==> src/rtl/instr_fetch_ctrl.sv <==
// Instruction fetch controller: walks the PC through instruction memory,
// resolves jumps internally and hands non-jump instructions to decode.
module instr_fetch_ctrl #(
  parameter int unsigned MEM_DEPTH = 32,
  parameter logic [7:0]  START_PC  = 8'h00
) (
  input  logic       clk,
  input  logic       reset,
  input  logic       en,
  output logic [7:0] imem_addr,
  input  logic [7:0] imem_data,
  output logic [7:0] instr,
  output logic [7:0] instr_pc,
  output logic       instr_valid,
  input  logic       instr_ready,
  output logic       halted,
  output logic [7:0] deliver_cnt
);

  typedef enum logic [1:0] {
    IDLE,
    FETCH,
    HALT
  } state_t;

  typedef enum logic [1:0] {
    OP_ADD  = 2'b00,
    OP_LW   = 2'b01,
    OP_SW   = 2'b10,
    OP_JUMP = 2'b11
  } opcode_t;

  state_t     state, state_n;
  logic [7:0] pc, pc_n;
  logic [7:0] instr_n, instr_pc_n, deliver_cnt_n;
  logic       instr_valid_n;

  logic       handshake;
  logic       load_ok;
  logic       pc_in_range;
  logic       is_jump;
  logic [7:0] jump_offset;
  logic [7:0] jump_target;

  assign imem_addr   = pc;
  assign halted      = (state == HALT);

  assign handshake   = instr_valid && instr_ready;
  assign load_ok     = en && (!instr_valid || instr_ready);
  assign pc_in_range = 32'(pc) < MEM_DEPTH;
  assign is_jump     = opcode_t'(imem_data[7:6]) == OP_JUMP;
  assign jump_offset = {{2{imem_data[5]}}, imem_data[5:0]};
  assign jump_target = pc + 8'd1 + jump_offset;

  always_comb begin
    state_n       = state;
    pc_n          = pc;
    instr_n       = instr;
    instr_pc_n    = instr_pc;
    instr_valid_n = instr_valid;
    deliver_cnt_n = deliver_cnt;

    // Acceptance is handled first so that a capture below overrides the clear.
    if (handshake) begin
      instr_valid_n = 1'b0;
      if (deliver_cnt != 8'hFF) begin
        deliver_cnt_n = deliver_cnt + 8'd1;
      end
    end

    unique case (state)
      IDLE: begin
        if (en) begin
          state_n = FETCH;
        end
      end
      FETCH: begin
        if (!pc_in_range) begin
          state_n = HALT;
        end else if (en && is_jump) begin
          pc_n = jump_target;
        end else if (load_ok) begin
          instr_n       = imem_data;
          instr_pc_n    = pc;
          instr_valid_n = 1'b1;
          pc_n          = pc + 8'd1;
        end
      end
      HALT: begin
        state_n = HALT;
      end
      default: begin
        state_n = IDLE;
      end
    endcase
  end

  always_ff @(posedge clk) begin
    if (reset) begin
      state       <= IDLE;
      pc          <= START_PC;
      instr       <= '0;
      instr_pc    <= '0;
      instr_valid <= 1'b0;
      deliver_cnt <= '0;
    end else begin
      state       <= state_n;
      pc          <= pc_n;
      instr       <= instr_n;
      instr_pc    <= instr_pc_n;
      instr_valid <= instr_valid_n;
      deliver_cnt <= deliver_cnt_n;
    end
  end

endmodule

==> config.mk <==
export PLATFORM = sky130hd
export DESIGN_NAME = instr_fetch_ctrl
export DESIGN_NICKNAME = d
export VERILOG_FILES = /design/src/rtl/instr_fetch_ctrl.sv
export SDC_FILE = /design/constraint.sdc
export NUM_CORES = 1
export LEC_CHECK = 0
export ABC_AREA = 1
export BUFFER_PORTS_ARGS = -buffer_cell sky130_fd_sc_hd__buf_2
export CAP_MARGIN = 20
export CORE_MARGIN = 4
export CORE_UTILIZATION = 28
export DETAILED_ROUTE_END_ITERATION = 7
export PLACE_DENSITY_LB_ADDON = 0.25
export SETUP_SLACK_MARGIN = 0.3
export SLEW_MARGIN = 20
export SYNTH_ARGS = -nofsm -noshare
export SYNTH_HDL_FRONTEND = slang
export SYNTH_SLANG_ARGS = --single-unit
==> constraint.sdc <==
create_clock -name clk -period 2.2 [get_ports clk]
set_clock_uncertainty 0.15 [all_clocks]
set_input_delay 0 -clock clk [delete_from_list [all_inputs] [get_ports clk]]
set_output_delay 0 -clock clk [all_outputs]
set_load 0.05 [all_outputs]
==> results.md <==
* Mapped Nets at around 300
* Most common flop cell mapped by yosys: dfxtp_1
* Area leader, netlist: dfxtp_1
* Max-slew violation count at 0
* Clk_lat worst skew at ~0.29 ns
* Post-route insts no fill at ~430
* Die Area at around 8400 um^2
* Fmax achieved at between 0.4 and 0.5 GHz
* Critical path endpoint category: flip-flop
* Max-Cap Viols at 0
* CP max FO at 6
* Rel. slew slack at 53.36%
* Worst setup SP type: flip-flop
* Initial DRC count at 62
* First-pass GRT wire length at between 8 and 9 mm
* DR pass1 iterations at 5
* Top routing layer in use: met4
* Most common cell in the netlist: nand2_1
* Largest stage delay, worst path at 0.39 ns
* CTS buffer count at 5
* Metal2 WL at between 2 and 2.5 mm
* P per Cell Area at around 1000 nW/um^2
* Met1 wire length at 2.449 mm
* Die Wd at 91.68 um
* Hold Crit Class: input pin to flip-flop
* Synth Cell Area at ~2000 um^2
* TritonCTS clock tree: built
* Synth Area in Compound Gates at 14.55%
* Initial core utilization at 28.86%
* CP bufs+invs at 1
* Worst-path clk slew at 0.07 ns
* Setup CP Type: flip-flop to flip-flop
* DR WL/cell at 11.52 um
* Synth cell count leaders: nand2_1, dfxtp_1, inv_1, nor2_1, o21ai_0
* Vias post-DR at 1879
* Asr flop ratio synth at 0%
* Top post-synthesis cells by area: dfxtp_1, nand2_1, ha_1
* Vias in the first global route at approximately 1800
* Vias/cell at roughly 4.4
* Worst path top cell family by delay: simple AND/OR/NAND/NOR gates
* Critical Path Most Common Cell: nand2_1
* Worst path required time at 2.27 ns
* Fillers at 733
* Maximum vdd drop at between 0.0002 and 0.0003 V
* Top cell type's share of synthesized area at a little over a third
* Sequential-to-total area share from yosys stat at between 30% and 40%
* Final hold viol count at 0
* Mux cell area share after synthesis at 0%
* DP Wirelength at 3.769 mm
* Number of port buffers at between 40 and 50
* CP arrival at between 2 and 2.5 ns
* Mapped Cells at 270
* Main combinational cell family by area after synthesis: simple AND/OR/NAND/NOR gates
* Setup TNS at 0 ns
* Syn Area/Cell at 7.262 um^2
* Minimum clock period at approximately 2.1 ns
* CTS HTree Levels at 2
* Share of cells above drive strength 1 at 26.59%
* Yosys reg bits at 35
* Static Leak at about 0.0012 uW
* Adder-cell share of the synthesized area at under 10%
* Initial antenna violation count at 0
* # setup viols final at 0
* Die Span Y at between 90 and 100 um
* CTS sink count at 35
* Post-Synth Simple-Gate Area at between 20% and 30%
* Detailed Route WL at ~4.9 mm
* Status: complete, no violations
* Largest net degree at the start of global routing at 26
* Post-layout util at about two fifths
* Gpl congestion at 0.7858
* Final nets at ~360
* Diode count at 0
* Row count at 30
* IO Count at between 40 and 50
* Synth unique cells at 33
* Area growth syn-to-layout at 32.16%
* Crit share post-route at ~94%
* Inst Count DP at roughly 410
* Crit-path slowest cell: dfxtp_4
* Worst Tran Pin Value at 0.6989 ns
* Root buf cell: clkbuf_8
* Met3 WL post-DR at a little under 200 um
* RSZ-0062 raised after global routing: true
* Longest Clk Path Bufs at 2
* GRT Overall Usage at approximately an eighth
* Number of synthesized flops with an enable pin at 0
* # DRC at 0
* Area of the core at a little under 7000 um^2
* Antenna Nets Post-Route at 0
* Total grt overflow at 0
* CP cell instances: ha_4, nand4_1, nor2_1, xor2_1, ha_1, nand2_1, inv_1, a21oi_2, nand2_1, nand2_1, nand3_1, nand2_1, nand2_1, a21oi_2
* YS warnings at 0
* Synth Area in XOR/XNOR at under 10%
[kinds of logic (layout without fill, tap and decap cells)]
kind of cell,count (synthesis),in the layout
buffers and inverters,42,103
DFF,35,35
xor gates and xnor gates,4,4
and+or+nand+nor,121,121
adders and majority gates,15,15
AOI/OAI and AO/OA,53,53
[timing repair]
| item | in CTS | in global routing |
|---|---|---|
| resized for setup | 5 | 4 |
| pin swaps | 6 | 1 |
| hold endpoints to repair | 17 | 0 |
| hold buffers | 10 | 0 |
| buffers inserted | 3 | 0 |
| endpoints found under the setup margin | 5 | 13 |
[final cells by class]
class	count	area (um^2)	share of cell area (%)
Timing Repair Buffer	60	366.6	14.15
Tap cell	96	120.1	4.635
Multi-Input combinational cell	193	1136	43.84
Sequential cell	35	721.9	27.86
Inverter	35	133.9	5.167
Clock inverter	3	43.79	1.690
Clock buffer	5	68.82	2.656
[worst register-to-register path: cells and delay by family, from the launching register on]
kind,cells,cell delay (ns)
xor gates and xnor gates,1,0.17
adders and majority gates,2,0.42
DFF,1,0.39
AOI/OAI and AO/OA,2,0.22
and+or+nand+nor,8,0.59
buffers and inverters,1,0.05
[per-layer routing]
| metal | GRT usage (%) | up-vias |
|---|---|---|
| met4 | 4.523 | 0 |
| met3 | 2.953 | 7 |
| met5 | 0 | - |
| met2 | 19.54 | 31 |
| met1 | 15.90 | 837 |
| li1 | - | 1004 |
[per-stage QoR]
stage                     instance area, um^2  power, uW  worst slack (ns)  hold WS [ns]
final                                    2591       2539            0.1352      0.008728
after floorplan                          2011       1694           0.09045     -0.007245
after global routing                     2591       2724           -0.1104       0.06948
after global placement                   2322       1918            0.1293        0.1370
after detailed placement                 2322       1921           0.08589        0.1396
after CTS                                2576       2562            0.1361     -0.006983
[worst paths after layout]
check	endpoint	startpoint	cells after the start	slack, ns
max	imem_addr[7]$_SDFFE_PP0P_	imem_addr[0]$_SDFFE_PP0P_	14	0.14
min reg2reg	instr_pc[7]$_SDFFE_PP0P_	instr_pc[7]$_SDFFE_PP0P_	2	0.29
max reg2reg	imem_addr[7]$_SDFFE_PP0P_	imem_addr[0]$_SDFFE_PP0P_	14	0.14
min	imem_addr[7]$_SDFFE_PP0P_	imem_data[5]	6	0.009
[flip-flops by register name (all words and copies together) (netlist names)]
signal	count
state	2
instr	8
imem_addr	8
deliver_cnt	8
instr_valid	1
instr_pc	8
[report_power, final]
| part | total, uW | internal [uW] | switching [uW] |
|---|---|---|---|
| registers | 837 | 750 | 87.0 |
| clock network | 577 | 337 | 240 |
| logic | 1120 | 359 | 766 |
[cells in the final DEF, fill, tap and decap left out, drive strengths merged]
cell type | Yosys | final
bufinv | 0 | 1
fa | 1 | 1
or2 | 2 | 2
dlygate4sd3 | 0 | 10
and2 | 1 | 1
dfxtp | 35 | 35
nor3b | 1 | 1
buf | 6 | 50
xnor2 | 2 | 2
a21oi | 22 | 22
clkbuf | 1 | 5
a211oi | 2 | 2
a31oi | 3 | 3
clkinv | 0 | 2
nand4 | 8 | 8
nand3b | 1 | 1
o21bai | 1 | 1
nor3 | 1 | 1
inv | 35 | 35
xor2 | 2 | 2
ha | 14 | 14
o21ai | 25 | 25
nand2 | 56 | 56
nor2 | 33 | 33
nand3 | 18 | 18
No activity file was read; power rests on OpenSTA's default activity.
